File: config.mk
export PLATFORM = sky130hd
export DESIGN_NAME = alu_operand_store
export DESIGN_NICKNAME = d
export VERILOG_FILES = /design/src/rtl/alu_operand_store.sv
export SDC_FILE = /design/constraint.sdc
export NUM_CORES = 1
export LEC_CHECK = 0
export ABC_AREA = 1
export BUFFER_PORTS_ARGS = -buffer_cell sky130_fd_sc_hd__buf_2
export CAP_MARGIN = 0
export CORE_ASPECT_RATIO = 0.7
export CORE_UTILIZATION = 54
export CTS_CLUSTER_DIAMETER = 150
export DETAILED_ROUTE_END_ITERATION = 8
export GPL_TIMING_DRIVEN = 0
export PLACE_DENSITY = 0.74
export RECOVER_POWER = 50
export SYNTH_ARGS = -nofsm -noshare
export SYNTH_HDL_FRONTEND = slang
export SYNTH_SLANG_ARGS = --single-unit
File: constraint.sdc
create_clock -name clk -period 2.9 [get_ports clk]
set_clock_uncertainty 0.1 [all_clocks]
set_input_delay 0.435 -clock clk [delete_from_list [all_inputs] [get_ports clk]]
set_output_delay 0.435 -clock clk [all_outputs]
set_load 0.1 [all_outputs]
File: src/rtl/alu_operand_store.sv
// Operand/result store between the input latch and the ALU core: loads an operand
// pair, writes ALU results back for accumulator chaining, and keeps a result history FIFO.
module alu_operand_store #(
    parameter int WIDTH = 4,
    parameter int DEPTH = 4
) (
    input  logic                     clk,
    input  logic                     rst,
    input  logic                     active,
    input  logic [2*WIDTH-1:0]       data_AB,
    input  logic                     pos_save,
    input  logic                     done,
    input  logic [WIDTH-1:0]         data_result,
    input  logic                     acc_mode,
    input  logic                     hist_pop,
    output logic [WIDTH-1:0]         data_outA,
    output logic [WIDTH-1:0]         data_outB,
    output logic                     operands_valid,
    output logic [WIDTH-1:0]         hist_data,
    output logic [$clog2(DEPTH):0]   hist_count,
    output logic                     hist_empty,
    output logic                     hist_full,
    output logic                     overflow
);

    localparam int PW = $clog2(DEPTH);
    localparam int CW = PW + 1;

    typedef enum logic {IDLE, READY} state_t;

    state_t             state;
    logic [WIDTH-1:0]   mem [DEPTH];
    logic [PW-1:0]      wr_ptr;
    logic [PW-1:0]      rd_ptr;

    logic               push_req;
    logic               push_ok;
    logic               pop_ok;
    logic [CW-1:0]      count_nxt;
    logic [PW-1:0]      rd_nxt;
    logic [WIDTH-1:0]   head_nxt;

    assign operands_valid = (state == READY);

    always_comb begin
        push_req  = done && (state == READY);
        pop_ok    = hist_pop && (hist_count != '0);
        // A pop in the same cycle frees the slot a full history needs for the push.
        push_ok   = push_req && ((hist_count != CW'(DEPTH)) || pop_ok);
        count_nxt = hist_count + CW'(push_ok) - CW'(pop_ok);
        rd_nxt    = rd_ptr + PW'(pop_ok);
        head_nxt  = '0;
        if (count_nxt != '0) begin
            // The new head is the incoming result only when it lands in the head slot.
            if (push_ok && (wr_ptr == rd_nxt))
                head_nxt = data_result;
            else
                head_nxt = mem[rd_nxt];
        end
    end

    always_ff @(posedge clk) begin
        if (rst) begin
            state      <= IDLE;
            data_outA  <= '0;
            data_outB  <= '0;
            wr_ptr     <= '0;
            rd_ptr     <= '0;
            hist_count <= '0;
            hist_data  <= '0;
            hist_empty <= 1'b1;
            hist_full  <= 1'b0;
            overflow   <= 1'b0;
        end else begin
            if (active) begin
                state <= READY;
                if (pos_save) begin
                    data_outA <= data_AB[2*WIDTH-1:WIDTH];
                    data_outB <= data_AB[WIDTH-1:0];
                end else begin
                    data_outB <= data_AB[2*WIDTH-1:WIDTH];
                    data_outA <= data_AB[WIDTH-1:0];
                end
            end else if (push_req && acc_mode) begin
                if (pos_save)
                    data_outA <= data_result;
                else
                    data_outB <= data_result;
            end
            if (push_ok)
                wr_ptr <= wr_ptr + PW'(1);
            if (push_req && !push_ok)
                overflow <= 1'b1;
            rd_ptr     <= rd_nxt;
            hist_count <= count_nxt;
            hist_data  <= head_nxt;
            hist_empty <= (count_nxt == '0);
            hist_full  <= (count_nxt == CW'(DEPTH));
        end
    end

    always_ff @(posedge clk) begin
        if (!rst && push_ok)
            mem[wr_ptr] <= data_result;
    end

endmodule

==> results.json, run 1 <==
{
  "status": "completed",
  "critical_path_class": "register to register",
  "die_h_um": 52.58,
  "netlist_top_cells_area": "edfxtp_1, dfxtp_1, nand2_1, nor2_1, ha_1",
  "maxSlewViolCount": 0,
  "hold_violations": 0,
  "worstPathArrival_ns": 2.60,
  "final_cells": 329,
  "rsz0062_at_grt": "no",
  "synth.avg_cell_area_um2": 8.325,
  "hp-class": "primary input to register",
  "finalSetupViolCount": 0,
  "grt_pass1_vias": 1342,
  "io_buffers": 37,
  "globalRoute.busiestLayer": "met2",
  "period_minus_slack_ns": 2.471,
  "yosysWarnings": 0,
  "gr-usage-met1_pct": 31.58,
  "min_from": "rst",
  "antenna_cells": 0,
  "drt_pass1_iterations": 4,
  "dp_cells": 321,
  "grt_max_degree": 13,
  "peakVddDrop_mv": 0.8107,
  "slew_headroom_pct": 22.95,
  "htree_num_levels": 2,
  "cts_root_buf": "clkbuf_8",
  "postRouteAntennaNets": 0,
  "ctsResizeCount": 0,
  "place_congestion": 0.7636,
  "cts_setup_buffers": 0,
  "use_met3_pct": 7.500,
  "cpMostUsedCell": "nand2_1",
  "drt-initial-drc-count": 66,
  "cp_slowest_cell": "fa_1",
  "synth_cell_types": 29,
  "setup_ws_ns": 0.4290,
  "nNetsFinal": 308,
  "place_hpwl_um": 2934,
  "clock_sinks": 39,
  "dp_slack_ns": 0.3253,
  "synth_seq_cells": 39,
  "internal_power_mw": 1.110,
  "coreArea_um2": 3318,
  "clock_power_share_pct": 15.9,
  "gr-total-overflow": 0,
  "drive_above_1_share_pct": 21.28,
  "crit_fanout": 5,
  "clkSlewWorstSetupHoldPaths_ns": 0.07,
  "path_cells": "inv_1 > nor2_1 > nand2_1 > nand2_1 > ha_1 > inv_1 > ha_1 > fa_1 > nor2_1 > inv_1 > nand2_1 > nand2_2 > nand2_1 > nor2_1",
  "slowest_delay_ns": 0.53,
  "syn-num-nets": 264,
  "hold_buffers": 0,
  "p_comb_share_pct": 53.8,
  "fmax_mhz": 404.7,
  "die_x_um": 74.25,
  "finalCritPeriodShare_pct": 85.21,
  "start_util_pct": 59.46,
  "finalSetupTns_ns": 0,
  "dieArea_um2": 3904,
  "cts_tree": "done",
  "top_level_ports": 38,
  "switchingPower_mw": 1.137,
  "wl_per_cell_um": 11.91,
  "vias": 1580,
  "drc": 0,
  "p_leak_nw": 1.051,
  "cts_max_path_buffers": 2,
  "area_delta_synth_final_pct": 14.14,
  "crit_required_ns": 3.03,
  "cp-startpoint": "hist_count[2]",
  "ys_seq_area_share_pct": 47.69,
  "power.density_nw_per_um2": 997.8,
  "worst_pin_slew_ns": 1.161,
  "mostFrequentLayoutCells": "nand2_1, nor2_1, buf_2, inv_1, dfxtp_1",
  "pwr-share-seq_pct": 30.3,
  "final_common_cell": "nand2_1",
  "worstSkewPairLatency_ns": 0.29,
  "end_kind": "register",
  "cts_buffers": 5,
  "syn_inst": 237,
  "synth_top_area_share_pct": 24.35,
  "detail_route.vias_per_cell": 4.802,
  "track_usage_pct": 23.51,
  "maxCapViolCount": 0,
  "syn-cell-area_um2": 1973,
  "synth_top_cell_by_area": "edfxtp_1",
  "worstSetupStartpointType": "register",
  "rr_startpoint": "hist_count[2]",
  "grt_pass1_wl_um": 6417,
  "grt_util_met2_pct": 36.52,
  "core.rowCount": 17,
  "swShare_pct": 50.61,
  "antenna_found_initial": 0,
  "wirelength_um": 3919
}
## area by class of cell
type | instances | area [um^2]
fill | 292 | 1066
tap | 47 | 58.81
sequential | 39 | 942.2
timing repair buffer | 37 | 172.7
inverter | 34 | 137.6
buffer | 4 | 32.53
multi-input combinational | 160 | 824.5
clock inverter | 1 | 7.507
clock buffer | 7 | 76.32
## cells in the mapped netlist (all sizes together)
library cell	number
dfxtp	23
clkinv	1
buf	4
nor2	40
bufinv	1
edfxtp	16
a22oi	1
o21a	1
o211ai	7
nand3b	1
a21oi	4
fa	1
a21boi	1
o21ai	19
inv	32
nand2	71
nand3	7
ha	7
## registers in the layout (all words and copies together) (netlist names)
register,count
data_outA,4
data_outB,4
hist_count,3
hist_data,4
hist_empty,1
hist_full,1
mem,16
operands_valid,1
overflow,1
rd_ptr,2
wr_ptr,2
## cell families after synthesis
family,share of synthesized area (%)
and+or+nand+nor,26.82
buffers and inverters,9.258
AOI/OAI and AO/OA,10.78
DFF,47.69
adders and majority gates,5.453
## final timing paths
kind | endpoint | slack [ns] | depth (start not counted)
worst max-delay path | hist_data[1] | 0.43 | 14
worst min-delay path | hist_count[1] | 0.31 | 2
worst max register to register | hist_data[1] | 0.43 | 14
worst min register to register | overflow | 0.38 | 1
## layer usage
metal / wire length, um / vias up
met5: 0 / -
met4: 38 / 0
li1: - / 838
met1: 2009 / 696
met2: 1651 / 41
met3: 220 / 5
## critical path, delay by kind of cell, from the launching register on
kind | cells | cell delay [ns]
simple gates | 8 | 0.74
buf+inv | 3 | 0.20
fa+ha+maj | 3 | 1.02
flops | 1 | 0.32
## power by group through the flow
stage                     clock network [mW]  logic (mW)  registers, mW
after floorplan                            0       0.590           1.11
after global placement                     0        1.21          0.690
after detailed placement                   0        1.22          0.693
after CTS                              0.362        1.23          0.681
after global routing                   0.385        1.32          0.688
final                                  0.357        1.21          0.681
## per-stage QoR
step                util (%)  total power [mW]  hold slack [ns]  instance area [um^2]
global route           67.87             2.398           0.3048                  2252
finish                 67.87             2.247           0.3066                  2252
detailed placement     66.89             1.915           0.3533                  2220
global placement       66.89             1.898           0.3606                  2220
floorplan                  -             1.699           0.3991                  1976
CTS                    69.42             2.271           0.2688                  2303
(Power assumes the default switching activity.)
==> run 2: changes to the inputs <==
BUFFER_PORTS_ARGS = -buffer_cell sky130_fd_sc_hd__buf_4   (was -buffer_cell sky130_fd_sc_hd__buf_2)
==> run 2 against run 1 <==
Net effect:
- via count rose by 2.2%
- largest power group unchanged
- die area unchanged
- critical path depth down 2
- final cell count unchanged
- hold slack got worse by 0.056 ns
- non-clock buffer count unchanged
- first-iteration DRC count down 6.1%
- global-route usage barely moved
- design area up 4.0%
- sequential cell count did not move
- core utilization is 2.7 points higher
- highest routed layer unchanged
==> results.json, run 2 (synthesis results as in run 1) <==
{
  "cp_top_family": "adder cells",
  "post-route-util_pct": 70.59,
  "slowest_delay_ns": 0.45,
  "start_util_pct": 59.46,
  "worstPathArrival_ns": 2.60,
  "peakVddDrop_mv": 0.7475,
  "drt_pass1_iterations": 5,
  "fmax_mhz": 398.4,
  "cp_slowest_cell": "fa_1",
  "crit_cells": 12,
  "slew_headroom_pct": 22.45,
  "nNetsFinal": 308,
  "antenna_found_initial": 0,
  "dieArea_um2": 3904,
  "coreArea_um2": 3318,
  "wl_per_cell_um": 12.25,
  "end_kind": "register",
  "drive_above_1_share_pct": 20.57,
  "grt_pass1_wl_um": 6486,
  "setup_ws_ns": 0.3899,
  "gr-total-overflow": 0,
  "place_hpwl_um": 3005,
  "maxSlewViolCount": 0,
  "crit_fanout": 5,
  "fillCellCount": 285,
  "hold_violations": 0,
  "io_buffers": 37,
  "p_leak_nw": 1.078,
  "antenna_cells": 0,
  "drt-initial-drc-count": 62,
  "clkSlewWorstSetupHoldPaths_ns": 0.08,
  "vias": 1615,
  "top_level_ports": 38,
  "crit_required_ns": 2.99,
  "cts_setup_buffers": 0,
  "grt_pass1_vias": 1421,
  "multi_input_area_um2": 824.5,
  "postRouteAntennaNets": 0,
  "layout.area.seq_um2": 942.2,
  "core.rowCount": 17,
  "mostFrequentLayoutCells": "nand2_1, nor2_1, inv_1, buf_4, dfxtp_1",
  "top_register": "mem",
  "hold_depth": 2,
  "power.density_nw_per_um2": 1011,
  "cts_root_buf": "clkbuf_8",
  "dp_slack_ns": 0.3415,
  "final_cells": 329,
  "area_delta_synth_final_pct": 18.71,
  "cts_max_path_buffers": 2,
  "hold_buffers": 0,
  "path_cells": "inv_1 > a21boi_0 > ha_1 > inv_1 > ha_1 > fa_1 > nor2_1 > inv_1 > nand2_1 > nand2_2 > nand2_1 > nor2_1",
  "critical_path_class": "register to register",
  "power_mw": 2.369,
  "grt_max_degree": 14,
  "detail_route.vias_per_cell": 4.909,
  "cpMostUsedCell": "inv_1",
  "cts_buffers": 5,
  "cts_tree": "done",
  "worstSkewPairLatency_ns": 0.29,
  "drc": 0,
  "finalSetupTns_ns": 0,
  "die_x_um": 74.25,
  "rr_worst_depth": 12,
  "place_congestion": 0.7747,
  "final_common_cell": "nand2_1",
  "period_minus_slack_ns": 2.510,
  "ctsResizeCount": 0,
  "rsz0062_at_grt": "no",
  "wirelength_um": 4030,
  "largest_reg_flops": 16,
  "worstSetupStartpointType": "register",
  "maxCapViolCount": 0,
  "status": "completed",
  "clock_sinks": 39,
  "finalCritPeriodShare_pct": 86.55,
  "track_usage_pct": 23.48,
  "dp_cells": 321,
  "crit_buf_inv": 3,
  "hp-class": "primary input to register",
  "finalSetupViolCount": 0,
  "die_h_um": 52.58,
  "htree_num_levels": 2,
  "worst_pin_slew_ns": 1.168
}
[run 2: cell types whose count changed in the layout (fill, tap and decap cells not counted), sizes merged]
cell      change
buf           -4
bufinv        +2
clkbuf        +2
clkinv        +2
clkinvlp      -2
[run 2: metrics by stage]
step / instance area, um^2 / hold slack, ns
4_1_cts: 2425 / 0.2427
3_5_place_dp: 2312 / 0.3593
5_1_grt: 2342 / 0.2463
6_report: 2342 / 0.2508
3_3_place_gp: 2312 / 0.3620
2_1_floorplan: 1976 / 0.3991
[run 2: path summary, 6_finish.rpt]
kind                               startpoint            end  slack, ns
worst max-delay path            hist_count[2]   hist_data[2]       0.39
worst min register to register       overflow       overflow       0.39
worst max register to register  hist_count[2]   hist_data[2]       0.39
worst min-delay path                      rst  hist_count[1]       0.25
[run 2: per-layer routing]
| layer | vias to the layer above | part of all wire (%) | track usage [%] |
|---|---|---|---|
| li1 | 842 | - | - |
| met1 | 720 | 52 | 32.88 |
| met2 | 46 | 43 | 35.15 |
| met3 | 7 | 4.1 | 7.500 |
| met4 | 0 | 1.3 | 5.975 |
| met5 | - | 0 | 0 |
[run 2: power by group]
part           total, mW  leakage [nW]  switching, mW  internal [mW]
combinational       1.23         0.685          0.918          0.313
sequential         0.683         0.335         0.0361          0.647
clock              0.455        0.0581          0.199          0.256
total               2.37          1.08           1.15           1.22
[run 2: final cells by class]
cell class	instances	share of cell area [%]
inverters	34	6.410
flip-flops and latches	39	40.22
clock buffers	5	2.938
well taps	47	2.511
multi-input cells	160	35.20
repair buffers	37	9.776
plain buffers	4	1.068
clock inverters	3	1.870
